===== config.mk =====
export PLATFORM = sky130hd
export DESIGN_NAME = mrd_rdx2345_rdctrl_flat
export DESIGN_NICKNAME = d
export VERILOG_FILES = /design/src/rtl/mrd_rdx2345_pkg.sv /design/src/rtl/mrd_rdx2345_if.sv /design/src/rtl/mrd_rdx_addr_gen.sv /design/src/rtl/mrd_rdx2345_rdctrl.sv /design/src/flat_wrapper.sv
export SDC_FILE = /design/constraint.sdc
export NUM_CORES = 1
export LEC_CHECK = 0
export BUFFER_PORTS_ARGS = -buffer_cell sky130_fd_sc_hd__buf_2
export CAP_MARGIN = 20
export CORE_AREA = 2 2 285 287
export DETAILED_ROUTE_END_ITERATION = 12
export DIE_AREA = 0 0 287 289
export SLEW_MARGIN = 30
export SYNTH_ARGS = -nofsm -noshare
export SYNTH_HDL_FRONTEND = slang
export SYNTH_HIERARCHICAL = 1
export SYNTH_SLANG_ARGS = --single-unit

===== constraint.sdc =====
create_clock -name clk -period 5.35 [get_ports clk]
set_clock_uncertainty 0.2 [all_clocks]
set_input_delay 1.07 -clock clk [delete_from_list [all_inputs] [get_ports clk]]
set_output_delay 1.07 -clock clk [all_outputs]
set_load 0.03 [all_outputs]

===== src/rtl/mrd_rdx2345_pkg.sv =====
// rtl/mrd_rdx2345_pkg.sv - shared constants, types and helpers for the radix-2/3/4/5 read controller
//
// Contents:
//   NLANE        lane count of the butterfly datapath (5)
//   W_BIDX       width of a bank index (3)
//   BIDX_UNUSED  bank index marker for lanes beyond the active radix (7)
//   state_e      controller FSM states
//   lane_*_t     lane vector typedefs (data/address at the default widths)
//   mod5_add     modulo-5 add of two operands already reduced mod 5
package mrd_rdx2345_pkg;

    localparam int NLANE      = 5;
    localparam int W_BIDX     = 3;
    localparam int W_DATA_DEF = 30;
    localparam int W_ADDR_DEF = 8;

    localparam logic [W_BIDX-1:0] BIDX_UNUSED = 3'd7;

    typedef enum logic [1:0] {
        IDLE  = 2'd0,
        READ  = 2'd1,
        DRAIN = 2'd2
    } state_e;

    typedef logic [0:NLANE-1][W_BIDX-1:0]     lane_bidx_t;
    typedef logic [0:NLANE-1][W_DATA_DEF-1:0] lane_data_t;
    typedef logic [0:NLANE-1][W_ADDR_DEF-1:0] lane_addr_t;

    // Both operands must be in 0..4, so a single conditional subtract suffices.
    function automatic logic [W_BIDX-1:0] mod5_add(input logic [W_BIDX-1:0] a,
                                                   input logic [W_BIDX-1:0] b);
        logic [W_BIDX:0] s;
        s = {1'b0, a} + {1'b0, b};
        if (s >= 4'd5) begin
            s = s - 4'd5;
        end
        return s[W_BIDX-1:0];
    endfunction

endpackage


===== src/rtl/mrd_rdx2345_if.sv =====
// rtl/mrd_rdx2345_if.sv - lane-ordered beat stream into the radix-2/3/4/5 datapath
//
// Signals:
//   valid       one beat per cycle, no backpressure
//   d_real/imag per-lane sample
//   bank_index  per-lane source bank (7 for unused lanes)
//   bank_addr   per-lane bank address (0 for unused lanes), carried for write-back
// Modports: src (producer), snk (consumer).
interface mrd_rdx2345_if
    import mrd_rdx2345_pkg::*;
#(
    parameter int wDataInOut = 30,
    parameter int wAddr      = 8
);
    logic                                 valid;
    logic [0:NLANE-1][wDataInOut-1:0]     d_real;
    logic [0:NLANE-1][wDataInOut-1:0]     d_imag;
    logic [0:NLANE-1][W_BIDX-1:0]         bank_index;
    logic [0:NLANE-1][wAddr-1:0]          bank_addr;

    modport src (output valid, output d_real, output d_imag, output bank_index, output bank_addr);
    modport snk (input  valid, input  d_real, input  d_imag, input  bank_index, input  bank_addr);
endinterface


===== src/rtl/mrd_rdx_addr_gen.sv =====
// rtl/mrd_rdx_addr_gen.sv - butterfly counter and per-lane bank index/address generator
//
// Ports:
//   clk, rst_n     clock, asynchronous active-low reset
//   load_i         latch radix/stride and restart the butterfly counter at k=0
//   step_i         advance to the next butterfly
//   radix_i        requested radix (values outside 2..5 act as 5)
//   stride_m1_i    stride minus one
//   lane_idx_o     per-lane bank index for the current butterfly (7 = unused lane)
//   lane_addr_o    per-lane bank address for the current butterfly (0 = unused lane)
//
// k is held as k_lo in [0, stride) and k_hi. Every product in the address formula
// is replaced by a running sum, so the per-cycle path is adders only; the lane
// offsets j*stride and the k_hi step radix*stride are formed by shift/add at load.
module mrd_rdx_addr_gen
    import mrd_rdx2345_pkg::*;
#(
    parameter int wAddr = 8
) (
    input  logic                          clk,
    input  logic                          rst_n,
    input  logic                          load_i,
    input  logic                          step_i,
    input  logic [2:0]                    radix_i,
    input  logic [wAddr-1:0]              stride_m1_i,
    output lane_bidx_t                    lane_idx_o,
    output logic [0:NLANE-1][wAddr-1:0]   lane_addr_o
);

    localparam logic [wAddr-1:0] A_ONE = {{(wAddr-1){1'b0}}, 1'b1};

    logic [2:0]                    radix_eff;
    logic [wAddr-1:0]              stride_d;
    logic [0:NLANE-1][wAddr-1:0]   loff_d;
    logic [wAddr-1:0]              rstride_d;

    logic [2:0]                    radix_q;
    logic [wAddr-1:0]              stride_m1_q;
    logic [0:NLANE-1][wAddr-1:0]   loff_q;      // j*stride
    logic [wAddr-1:0]              rstride_q;   // radix*stride
    logic [wAddr-1:0]              k_lo_q;
    logic [wAddr-1:0]              hi_base_q;   // k_hi*radix*stride
    logic [wAddr-1:0]              base_q;      // hi_base + k_lo
    logic [W_BIDX-1:0]             hi_mod5_q;   // k_hi mod 5
    logic [W_BIDX-1:0]             idx_base_q;  // (k_hi + k_lo) mod 5

    always_comb begin
        radix_eff = ((radix_i >= 3'd2) && (radix_i <= 3'd5)) ? radix_i : 3'd5;
        stride_d  = stride_m1_i + A_ONE;
        loff_d[0] = '0;
        loff_d[1] = stride_d;
        loff_d[2] = stride_d << 1;
        loff_d[3] = (stride_d << 1) + stride_d;
        loff_d[4] = stride_d << 2;
        case (radix_eff)
            3'd2:    rstride_d = loff_d[2];
            3'd3:    rstride_d = loff_d[3];
            3'd4:    rstride_d = loff_d[4];
            default: rstride_d = loff_d[4] + stride_d;
        endcase
    end

    always_ff @(posedge clk or negedge rst_n) begin
        if (!rst_n) begin
            radix_q     <= '0;
            stride_m1_q <= '0;
            loff_q      <= '0;
            rstride_q   <= '0;
            k_lo_q      <= '0;
            hi_base_q   <= '0;
            base_q      <= '0;
            hi_mod5_q   <= '0;
            idx_base_q  <= '0;
        end else if (load_i) begin
            radix_q     <= radix_eff;
            stride_m1_q <= stride_m1_i;
            loff_q      <= loff_d;
            rstride_q   <= rstride_d;
            k_lo_q      <= '0;
            hi_base_q   <= '0;
            base_q      <= '0;
            hi_mod5_q   <= '0;
            idx_base_q  <= '0;
        end else if (step_i) begin
            if (k_lo_q == stride_m1_q) begin
                // k_lo wraps: k_hi advances, base restarts at the new k_hi row.
                k_lo_q     <= '0;
                hi_base_q  <= hi_base_q + rstride_q;
                base_q     <= hi_base_q + rstride_q;
                hi_mod5_q  <= mod5_add(hi_mod5_q, 3'd1);
                idx_base_q <= mod5_add(hi_mod5_q, 3'd1);
            end else begin
                k_lo_q     <= k_lo_q + A_ONE;
                base_q     <= base_q + A_ONE;
                idx_base_q <= mod5_add(idx_base_q, 3'd1);
            end
        end
    end

    always_comb begin
        for (int j = 0; j < NLANE; j++) begin
            if (W_BIDX'(j) < radix_q) begin
                lane_idx_o[j]  = mod5_add(idx_base_q, W_BIDX'(j));
                lane_addr_o[j] = base_q + loff_q[j];
            end else begin
                lane_idx_o[j]  = BIDX_UNUSED;
                lane_addr_o[j] = '0;
            end
        end
    end

endmodule


===== src/rtl/mrd_rdx2345_rdctrl.sv =====
// rtl/mrd_rdx2345_rdctrl.sv - read-side controller for the radix-2/3/4/5 DFT datapath
//
// Ports:
//   clk, rst_n             clock, asynchronous active-low reset
//   start                  stage launch pulse (accepted only when idle)
//   radix, nbfly_m1,
//   stride_m1              stage configuration, latched on an accepted start
//   busy, done             stage in progress / one-cycle completion pulse
//   rd_en, rd_addr         shared bank read strobe and per-bank address
//   rd_real, rd_imag       bank read data, one cycle after rd_en
//   to_rdx                 lane-ordered beat stream with bank index/address
//
// Build option MRD_RDCTRL_OUTREG_EN: adds one output register stage after the
// crossbar, delaying the stream and done by one cycle.
module mrd_rdx2345_rdctrl
    import mrd_rdx2345_pkg::*;
#(
    parameter int wDataInOut = 30,
    parameter int wAddr      = 8
) (
    input  logic                               clk,
    input  logic                               rst_n,
    input  logic                               start,
    input  logic [2:0]                         radix,
    input  logic [wAddr-1:0]                   nbfly_m1,
    input  logic [wAddr-1:0]                   stride_m1,
    output logic                               busy,
    output logic                               done,
    output logic                               rd_en,
    output logic [0:NLANE-1][wAddr-1:0]        rd_addr,
    input  logic [0:NLANE-1][wDataInOut-1:0]   rd_real,
    input  logic [0:NLANE-1][wDataInOut-1:0]   rd_imag,
    mrd_rdx2345_if.src                         to_rdx
);

    localparam logic [wAddr-1:0] A_ONE = {{(wAddr-1){1'b0}}, 1'b1};

    // Cycles spent in DRAIN before done; covers the RAM and output register stages.
`ifdef MRD_RDCTRL_OUTREG_EN
    localparam logic [1:0] DRAIN_LAST = 2'd2;
`else
    localparam logic [1:0] DRAIN_LAST = 2'd1;
`endif

    state_e              state_q;
    logic                busy_q;
    logic                done_q;
    logic                rd_en_q;
    logic [wAddr-1:0]    kcnt_q;
    logic [wAddr-1:0]    nbfly_q;
    logic [1:0]          drain_q;

    // done_q excludes the done cycle so the earliest restart is one cycle later.
    logic accept;
    assign accept = start && (state_q == IDLE) && !done_q;

    lane_bidx_t                    lane_idx;
    logic [0:NLANE-1][wAddr-1:0]   lane_addr;

    mrd_rdx_addr_gen #(.wAddr(wAddr)) u_addr_gen (
        .clk         (clk),
        .rst_n       (rst_n),
        .load_i      (accept),
        .step_i      (state_q == READ),
        .radix_i     (radix),
        .stride_m1_i (stride_m1),
        .lane_idx_o  (lane_idx),
        .lane_addr_o (lane_addr)
    );

    always_ff @(posedge clk or negedge rst_n) begin
        if (!rst_n) begin
            state_q <= IDLE;
            busy_q  <= 1'b0;
            done_q  <= 1'b0;
            rd_en_q <= 1'b0;
            kcnt_q  <= '0;
            nbfly_q <= '0;
            drain_q <= '0;
        end else begin
            done_q <= 1'b0;
            case (state_q)
                IDLE: begin
                    if (accept) begin
                        nbfly_q <= nbfly_m1;
                        kcnt_q  <= '0;
                        busy_q  <= 1'b1;
                        rd_en_q <= 1'b1;
                        state_q <= READ;
                    end
                end
                READ: begin
                    if (kcnt_q == nbfly_q) begin
                        rd_en_q <= 1'b0;
                        drain_q <= '0;
                        state_q <= DRAIN;
                    end else begin
                        kcnt_q <= kcnt_q + A_ONE;
                    end
                end
                DRAIN: begin
                    if (drain_q == DRAIN_LAST) begin
                        done_q  <= 1'b1;
                        busy_q  <= 1'b0;
                        state_q <= IDLE;
                    end else begin
                        drain_q <= drain_q + 2'd1;
                    end
                end
                default: state_q <= IDLE;
            endcase
        end
    end

    assign busy  = busy_q;
    assign done  = done_q;
    assign rd_en = rd_en_q;

    // Lane-to-bank mapping: active lanes hit distinct banks, unused lanes (index 7) none.
    always_comb begin
        rd_addr = '0;
        for (int b = 0; b < NLANE; b++) begin
            for (int j = 0; j < NLANE; j++) begin
                if (rd_en_q && (lane_idx[j] == W_BIDX'(b))) begin
                    rd_addr[b] = lane_addr[j];
                end
            end
        end
    end

    // Stage 1: index/address held for the cycle the RAM returns data.
    logic                          v1_q;
    lane_bidx_t                    idx1_q;
    logic [0:NLANE-1][wAddr-1:0]   adr1_q;

    always_ff @(posedge clk or negedge rst_n) begin
        if (!rst_n) begin
            v1_q   <= 1'b0;
            idx1_q <= '0;
            adr1_q <= '0;
        end else begin
            v1_q <= rd_en_q;
            if (rd_en_q) begin
                idx1_q <= lane_idx;
                adr1_q <= lane_addr;
            end
        end
    end

    // Crossbar: bank order back to lane order; unused lanes match no bank and read 0.
    logic [0:NLANE-1][wDataInOut-1:0] xr;
    logic [0:NLANE-1][wDataInOut-1:0] xi;

    always_comb begin
        xr = '0;
        xi = '0;
        for (int j = 0; j < NLANE; j++) begin
            for (int b = 0; b < NLANE; b++) begin
                if (idx1_q[j] == W_BIDX'(b)) begin
                    xr[j] = rd_real[b];
                    xi[j] = rd_imag[b];
                end
            end
        end
    end

    // Stage 2: crossbar register.
    logic                               v2_q;
    logic [0:NLANE-1][wDataInOut-1:0]   re2_q;
    logic [0:NLANE-1][wDataInOut-1:0]   im2_q;
    lane_bidx_t                         idx2_q;
    logic [0:NLANE-1][wAddr-1:0]        adr2_q;

    always_ff @(posedge clk or negedge rst_n) begin
        if (!rst_n) begin
            v2_q   <= 1'b0;
            re2_q  <= '0;
            im2_q  <= '0;
            idx2_q <= '0;
            adr2_q <= '0;
        end else begin
            v2_q <= v1_q;
            if (v1_q) begin
                re2_q  <= xr;
                im2_q  <= xi;
                idx2_q <= idx1_q;
                adr2_q <= adr1_q;
            end
        end
    end

`ifdef MRD_RDCTRL_OUTREG_EN
    logic                               v3_q;
    logic [0:NLANE-1][wDataInOut-1:0]   re3_q;
    logic [0:NLANE-1][wDataInOut-1:0]   im3_q;
    lane_bidx_t                         idx3_q;
    logic [0:NLANE-1][wAddr-1:0]        adr3_q;

    always_ff @(posedge clk or negedge rst_n) begin
        if (!rst_n) begin
            v3_q   <= 1'b0;
            re3_q  <= '0;
            im3_q  <= '0;
            idx3_q <= '0;
            adr3_q <= '0;
        end else begin
            v3_q <= v2_q;
            if (v2_q) begin
                re3_q  <= re2_q;
                im3_q  <= im2_q;
                idx3_q <= idx2_q;
                adr3_q <= adr2_q;
            end
        end
    end

    assign to_rdx.valid      = v3_q;
    assign to_rdx.d_real     = re3_q;
    assign to_rdx.d_imag     = im3_q;
    assign to_rdx.bank_index = idx3_q;
    assign to_rdx.bank_addr  = adr3_q;
`else
    assign to_rdx.valid      = v2_q;
    assign to_rdx.d_real     = re2_q;
    assign to_rdx.d_imag     = im2_q;
    assign to_rdx.bank_index = idx2_q;
    assign to_rdx.bank_addr  = adr2_q;
`endif

endmodule


===== src/flat_wrapper.sv =====
// flat-port wrapper written by rule: the top's interface ports become plain ports
module mrd_rdx2345_rdctrl_flat import mrd_rdx2345_pkg::*;
#(
    parameter int wDataInOut = 30,
    parameter int wAddr      = 8
)
  (clk, rst_n, start, radix, nbfly_m1, stride_m1, busy, done, rd_en, rd_addr, rd_real, rd_imag, to_rdx_valid, to_rdx_d_real, to_rdx_d_imag, to_rdx_bank_index, to_rdx_bank_addr);
  mrd_rdx2345_if #(.wDataInOut(wDataInOut), .wAddr(wAddr)) to_rdx_i ();
  input  logic clk;
  input  logic rst_n;
  input  logic start;
  input  logic [2:0] radix;
  input  logic [wAddr-1:0] nbfly_m1;
  input  logic [wAddr-1:0] stride_m1;
  output logic busy;
  output logic done;
  output logic rd_en;
  output logic [0:NLANE-1][wAddr-1:0] rd_addr;
  input  logic [0:NLANE-1][wDataInOut-1:0] rd_real;
  input  logic [0:NLANE-1][wDataInOut-1:0] rd_imag;
  output wire logic [$bits(to_rdx_i.valid)-1:0] to_rdx_valid;
  output wire logic [$bits(to_rdx_i.d_real)-1:0] to_rdx_d_real;
  output wire logic [$bits(to_rdx_i.d_imag)-1:0] to_rdx_d_imag;
  output wire logic [$bits(to_rdx_i.bank_index)-1:0] to_rdx_bank_index;
  output wire logic [$bits(to_rdx_i.bank_addr)-1:0] to_rdx_bank_addr;
  assign to_rdx_valid = to_rdx_i.valid;
  assign to_rdx_d_real = to_rdx_i.d_real;
  assign to_rdx_d_imag = to_rdx_i.d_imag;
  assign to_rdx_bank_index = to_rdx_i.bank_index;
  assign to_rdx_bank_addr = to_rdx_i.bank_addr;
  mrd_rdx2345_rdctrl #(.wDataInOut(wDataInOut), .wAddr(wAddr)) u_core (.clk(clk), .rst_n(rst_n), .start(start), .radix(radix), .nbfly_m1(nbfly_m1), .stride_m1(stride_m1), .busy(busy), .done(done), .rd_en(rd_en), .rd_addr(rd_addr), .rd_real(rd_real), .rd_imag(rd_imag), .to_rdx(to_rdx_i));
endmodule

==> summary.md, run 1 <==
| Metric | Value |
|---|---|
| Clock sinks | 499 |
| Final WL | 144,100 um |
| DRC viols | 0 |
| Syn_nets | 3,450 |
| Final Power | 29,590 uW |
| Top-area cell type share of the netlist area | 37.94% |
| Routed len/inst | 30.08 um |
| FP Rows | 104 |
| Layout Cells excl Fill | 4,791 |
| Die area | 82,940 sq um |
| Critical Path End Type | primary output |
| Clk root buf | clkbuf_16 |
| I/O pin cnt | 721 |
| Post-place setup slack | 0.5698 ns |
| Async SR Flop Fraction | 100.0% |
| Critical path type | reg2out |
| Setup-failing EPs final | 0 |
| Synth area leaders | dfrtp_1 (38%), mux4_2 (21%), nor2_1 (8.6%), a221oi_1 (8.3%), mux2_2 (4.0%) |
| DP Cell Count | 4,649 |
| Avg Cell Area, Syn | 10.73 sq um |
| Worst-path clk slew | 0.06 ns |
| Die width | 287 um |
| Least-Margin Pin Slew | 1.184 ns |
| Pin count of the biggest net entering global routing | 191 |
| Startpoint types | flop |
| Number of CTS-inserted buffers | 59 |
| Max_slew headroom | 21.06% |
| Vias post-DR | 30,740 |
| Yosys reg bits | 499 |
| Hold Path Class | in2async |
| Final Max Tran Viols | 0 |
| CP max FO | 12 |
| Cell variety after synth | 93 |
| DP Area | 37,440 sq um |
| Cell taking the most area after synthesis | dfrtp_1 |
| Clock tree buffer depth | 3 |
| Initial DRC Count | 3,782 |
| Skew-Pair Late Insertion Delay | 0.63 ns |
| Power per standard cell area | 744.2 nW/um^2 |
| Detailed placer's ending HPWL | 97,480 um |
| Most frequent cell after synthesis | nor2_1 |
| Core footprint | 79,900 sq um |
| Vias/cell | 6.416 |
| Pre-antenna DRT Iters | 7 |
| Grt ovf | 0 |
| Cts hold-fix bufs | 0 |
| CTS tree | yes |
| Die Span Y | 289 um |
| Fraction of layout cells with a size suffix above 1 | 37.49% |
| Primary FF master, synth | dfrtp_1 |
| Final Net Count | 4,035 |
| Crit path required time | 4.08 ns |
| IO Port Bufs | 720 |
| Cells after Synth | 3,067 |
| Seq/Total Area, Yosys | 37.94% |
| Vias in the first global route | 29,120 |
| Initial core utilization | 41.20% |
| Leakage power | 0.01819 uW |
| Status | finished clean |
| Initial antenna violation count | 45 |
| Final Cell Area | 39,760 sq um |
| Maxcap violations | 0 |
| Crit path DAT | 3.92 ns |
| H-Tree Depth | 2 |
| Most frequent cells after synthesis | nor2_1 (755), dfrtp_1 (499), a221oi_1 (311) |
| Peak Freq | 0.1926 GHz |
| Final period utilization | 97.04% |
| Hold Violations, Final | 0 |
| All-Layer GR Usage | 33.55% |
| Area grow syn2layout | 20.81% |
| Minimum clock period | 5.192 ns |
| Final worst slack | 0.1584 ns |
| Global-route wire length before repair | 206,200 um |
| Maximum VDD drop | 0.5452 mV |
| Post-route ant nets | 0 |
| GP Congestion | 0.9398 |
| Ys Warns | 6 |
| Syn Std Cell Area | 32,910 sq um |
| Worst Setup SP | u_core/u_addr_gen/idx_base_q[0]$_DFFE_PN0P_ |
| EDFF count, synth | 0 |
| Worst r2r src | u_core/state_q[0]$_DFFE_PN0P_ |
[through the flow]
| step | hold slack (ns) | utilization [%] | setup TNS (ns) |
|---|---|---|---|
| 3_5_place_dp | 0.2875 | 46.86 | 0 |
| 3_3_place_gp | 0.2801 | 46.85 | 0 |
| 5_1_grt | 0.2836 | 49.74 | -0.001549 |
| 4_1_cts | 0.2594 | 49.60 | 0 |
| 2_1_floorplan | 0.1519 | - | 0 |
| 6_report | 0.2325 | 49.77 | 0 |
[critical path, cell delays in order, from the launching register on]
cell,delay (ns)
dfrtp_2,0.49
inv_4,0.12
ha_1,0.15
inv_1,0.04
fa_1,0.39
a21o_1,0.21
a211o_1,0.36
or4b_4,0.60
buf_4,0.20
a311o_1,0.27
a31oi_1,0.25
buf_4,0.21
[layout by cell type, fill, tap and decap left out, drive strengths merged, types with 22 or more instances in the layout]
cell type	instances
o21ai	39
diode	29
and2	22
dfrtp	499
ha	55
nor2	755
xnor2	64
a311o	24
buf	802
mux4	300
a221oi	311
mux2	117
nand3	41
nand2	156
inv	42
clkbuf	79
a31oi	27
a21oi	67
nor3	24
[layout make-up]
type / instances / area [sq um]
flip-flops and latches: 499 / 12540
clock inverters: 32 / 496.7
multi-input cells: 2249 / 19110
well taps: 1060 / 1326
fillers: 7381 / 40130
diodes: 29 / 72.57
inverters: 41 / 163.9
clock buffers: 79 / 1683
repair buffers: 802 / 4374
[sequential cells by signal (all words and copies together) (netlist names), 8 cells and up]
register	flops
u_core/u_addr_gen/base_q	8
u_core/u_addr_gen/hi_base_q	8
u_core/nbfly_q	8
u_core/to_rdx.d_real	150
u_core/kcnt_q	8
u_core/u_addr_gen/rstride_q	8
u_core/u_addr_gen/loff_q	15
u_core/to_rdx.d_imag	150
u_core/to_rdx.bank_index	15
u_core/to_rdx.bank_addr	40
u_core/u_addr_gen/stride_m1_q	8
u_core/idx1_q	15
u_core/adr1_q	40
u_core/u_addr_gen/k_lo_q	8
[what timing repair did]
item	in CTS	in global routing
cloned	0	0
gates resized for setup	3	13
setup buffers	0	1
setup endpoints to repair	10	18
[cells by family (layout without fill, tap and decap cells)]
| group | count (synthesis) | after routing | synth area share [%] |
|---|---|---|---|
| buffers and inverters | 319 | 954 | 4.231 |
| AOI/OAI and AO/OA | 583 | 583 | 13.86 |
| adders and majority gates | 61 | 61 | 2.456 |
| and+or+nand+nor | 1094 | 1094 | 14.28 |
| xor gates and xnor gates | 78 | 78 | 2.212 |
| other | 0 | 29 | 0 |
| muxes | 433 | 433 | 25.02 |
| DFF | 499 | 499 | 37.94 |
[report_power, final]
group | switching (uW) | total [uW] | internal, uW
logic | 11400 | 17900 | 6480
registers | 1720 | 7130 | 5410
clock network | 1760 | 4540 | 2780
[metal layers]
metal,GRT usage (%),share of wire (%),up-vias
li1,-,-,12900
met1,44.12,38,15280
met2,50.98,45,2061
met3,11.03,12,460
met4,14.21,4.8,40
met5,0,0.19,-
[worst paths after layout]
path,end,slack [ns],cells past startpoint
min reg2reg,u_core/kcnt_q[7]$_DFFE_PN0P_,0.29,1
max,rd_addr[37],0.16,11
max reg2reg,u_core/u_addr_gen/k_lo_q[7]$_DFFE_PN0P_,2.20,8
min,u_core/to_rdx.d_real[136]$_DFFE_PN0P_,0.23,1
max in group asynchronous,u_core/to_rdx.d_imag[79]$_DFFE_PN0P_,3.54,2
min in group clk,u_core/kcnt_q[7]$_DFFE_PN0P_,0.29,1
Power figures use the tool's default switching activity.
==> inputs of run 2 (changes only) <==
--- a/config.mk
+++ b/config.mk
@@ -7,9 +7,10 @@
 export LEC_CHECK = 0
 export BUFFER_PORTS_ARGS = -buffer_cell sky130_fd_sc_hd__buf_2
 export CAP_MARGIN = 20
-export CORE_AREA = 2 2 285 287
+export CORE_AREA = 2 2 281 283
 export DETAILED_ROUTE_END_ITERATION = 12
-export DIE_AREA = 0 0 287 289
+export DIE_AREA = 0 0 283 285
+export PLACE_DENSITY = 0.67
 export SLEW_MARGIN = 30
 export SYNTH_ARGS = -nofsm -noshare
 export SYNTH_HDL_FRONTEND = slang
==> constraint.sdc (replaced) <==
create_clock -name clk -period 4.4 [get_ports clk]
set_clock_uncertainty 0.2 [all_clocks]
set_input_delay 0.88 -clock clk [delete_from_list [all_inputs] [get_ports clk]]
set_output_delay 0.88 -clock clk [all_outputs]
set_load 0.03 [all_outputs]
==> run 2 against run 1 <==
Net effect: the flow now finishes with violations (negative setup slack); final area grew 4.3%; global-route usage grew 1.4 points; register-to-register slack lost 2.5 ns; critical endpoint is now u_core/u_addr_gen/idx_base_q[1]$_DFFE_PN0P_.
==> summary.md, run 2 (synthesis gave the netlist of run 1 again) <==
| Metric | Value |
|---|---|
| Core footprint | 77,970 sq um (was 79,900 sq um) |
| Number of CTS-inserted buffers | 61 (was 59) |
| Crit path required time | 4.73 ns (was 4.08 ns) |
| RSZ-0062 raised after global routing | true |
| Leakage power | 0.01889 uW (was 0.01819 uW) |
| Failing checks | negative setup slack |
| Vias post-DR | 31,830 (was 30,740) |
| Maxcap violations | 0 (unchanged) |
| IO Port Bufs | 720 (unchanged) |
| Hold Violations, Final | 0 (unchanged) |
| Clock tree buffer depth | 3 (unchanged) |
| Critical path type | reg2reg (was reg2out) |
| Final Power | 38,890 uW (was 29,590 uW) |
| Grt ovf | 0 (unchanged) |
| Final Net Count | 4,148 (was 4,035) |
| Hold Path Class | in2async (unchanged) |
| DP Cell Count | 4,685 (was 4,649) |
| Most common cell on crit path | buf_4 (unchanged) |
| I/O pin cnt | 721 (unchanged) |
| Final Max Tran Viols | 0 (unchanged) |
| Leading cell type in the layout, fill and taps excluded | nor2_1 (unchanged) |
| CP peak stage delay | 0.47 ns (was 0.60 ns) |
| Area grow syn2layout | 26.05% (was 20.81%) |
| Detailed placer's ending HPWL | 98,940 um (was 97,480 um) |
| Final worst slack | -0.2873 ns (was 0.1584 ns) |
| DRC viols | 0 (unchanged) |
| CP max FO | 5 (was 12) |
| Die area | 80,660 sq um (was 82,940 sq um) |
| Initial DRC Count | 4,267 (was 3,782) |
| FP Rows | 103 (was 104) |
| Setup tns final | -7.843 ns (was 0 ns) |
| Status | complete, but fails checks (was finished clean) |
| Clock sinks | 499 (unchanged) |
| Critical Path End Type | flop (was primary output) |
| H-Tree Depth | 2 (unchanged) |
| Final period utilization | 106.5% |
| Die width | 283 um (was 287 um) |
| All-Layer GR Usage | 34.93% (was 33.55%) |
| Least-Margin Pin Slew | 1.129 ns (was 1.184 ns) |
| Vias/cell | 6.485 (was 6.416) |
| Worst-path clk slew | 0.06 ns (about the same) |
| Post-route ant nets | 0 (unchanged) |
| Most frequent cells in the layout | nor2_1 (744), buf_2 (679), dfrtp_1 (484), a221oi_1 (303), mux4_2 (300) (was nor2_1 (755), buf_2 (716), dfrtp_1 (483), a221oi_1 (311), mux4_2 (300)) |
| Skew-Pair Late Insertion Delay | 0.63 ns (about the same) |
| Peak Freq | 0.2133 GHz |
| Fraction of layout cells with a size suffix above 1 | 41.85% (was 37.49%) |
| Pin count of the biggest net entering global routing | 165 (was 191) |
| Die Span Y | 285 um (was 289 um) |
| Pre-antenna DRT Iters | 9 (was 7) |
| Crit path DAT | 5.02 ns (was 3.92 ns) |
| Clk root buf | clkbuf_16 (unchanged) |
| Max_slew headroom | 24.74% (was 21.06%) |
| Worst hold slack | 0.02335 ns (was 0.2325 ns) |
| Power per standard cell area | 937.4 nW/um^2 (was 744.2 nW/um^2) |
| Startpoint types | flop (unchanged) |
| Layout Cells excl Fill | 4,909 (was 4,791) |
| Initial antenna violation count | 48 (was 45) |
| Final WL | 144,800 um (was 144,100 um) |
| Global-route wire length before repair | 211,100 um (was 206,200 um) |
| Routed len/inst | 29.50 um (was 30.08 um) |
| Setup-failing EPs final | 41 (was 0) |
| GP Congestion | 0.9868 (was 0.9398) |
| Maximum VDD drop | 0.9286 mV (was 0.5452 mV) |
| CTS tree | yes (unchanged) |
| Slowest CP cell | dfrtp_2 (was or4b_4) |
| Vias in the first global route | 30,430 (was 29,120) |
| Minimum clock period | 4.687 ns |
| Initial core utilization | 42.21% (was 41.20%) |
## run 2: cell types whose count changed in the layout (fill, tap and decap cells not counted), moves of 14 or more
cell,previous run,this run
buf_6,0,58
buf_4,74,160
a31oi_1,27,11
buf_2,716,679
diode_2,29,43
o31ai_1,20,5
## run 2: critical path: cells and delay by family (launching register included)
kind / cells / cell delay (ns)
xor+xnor: 1 / 0.10
fa+ha+maj: 1 / 0.17
flops: 1 / 0.47
compound gates: 3 / 0.35
mux: 2 / 0.21
simple gates: 1 / 0.10
buf+inv: 25 / 3.00
## run 2: worst paths after layout
| kind | startpoint | endpoint | slack (ns) | cells past startpoint |
|---|---|---|---|---|
| worst min-delay path | rst_n | u_core/to_rdx.d_imag[11]$_DFFE_PN0P_ | 0.02 | 1 |
| worst max-delay path | u_core/u_addr_gen/idx_base_q[1]$_DFFE_PN0P_ | u_core/u_addr_gen/idx_base_q[1]$_DFFE_PN0P_ | -0.29 | 33 |
| min in group clk | nbfly_m1[0] | u_core/nbfly_q[0]$_DFFE_PN0P_ | 0.26 | 3 |
| worst min register to register | u_core/to_rdx.d_imag[93]$_DFFE_PN0P_ | u_core/to_rdx.d_imag[93]$_DFFE_PN0P_ | 0.30 | 2 |
| worst max register to register | u_core/u_addr_gen/idx_base_q[1]$_DFFE_PN0P_ | u_core/u_addr_gen/idx_base_q[1]$_DFFE_PN0P_ | -0.29 | 33 |
| max in group asynchronous | rst_n | u_core/to_rdx.d_real[10]$_DFFE_PN0P_ | 2.82 | 2 |
## run 2: metrics by stage
| step | util (%) | instance area, sq um | setup WS (ns) |
|---|---|---|---|
| 6_report | 53.21 | 41490 | -0.2873 |
| 3_5_place_dp | 48.52 | 37830 | 0.1174 |
| 4_1_cts | 52.62 | 41030 | -0.2277 |
| 3_3_place_gp | 48.51 | 37830 | 0.1445 |
| 5_1_grt | 53.17 | 41450 | -0.4047 |
| 2_1_floorplan | - | 32960 | 0.06154 |
## run 2: final cells by class
type,count,area [sq um]
fillers,6960,36480
clock inverters,32,276.5
repair buffers,913,5575
flip-flops and latches,499,12540
diodes,43,107.6
clock buffers,82,1708
well taps,1050,1314
inverters,41,166.4
multi-input cells,2249,19800
## run 2: timing repair
item,in CTS,in global routing
cloned,3,0
hold buffers,0,0
setup endpoints to repair,40,41
endpoints found under the hold margin,0,0
setup buffers,50,15
pin swaps,64,24
gates resized for setup,199,43
## run 2: report_power, final
group          switching (uW)  internal (uW)
logic                   15100           9980
registers                2140           6580
clock network            2140           2940
total                   19400          19500
## run 2: per-layer routing
metal,vias up,wire [um],GRT usage (%)
li1,13130,-,-
met1,15600,52310,44.95
met2,2487,62910,52.03
met5,-,119,0
met3,603,19420,11.68
met4,18,10040,19.27
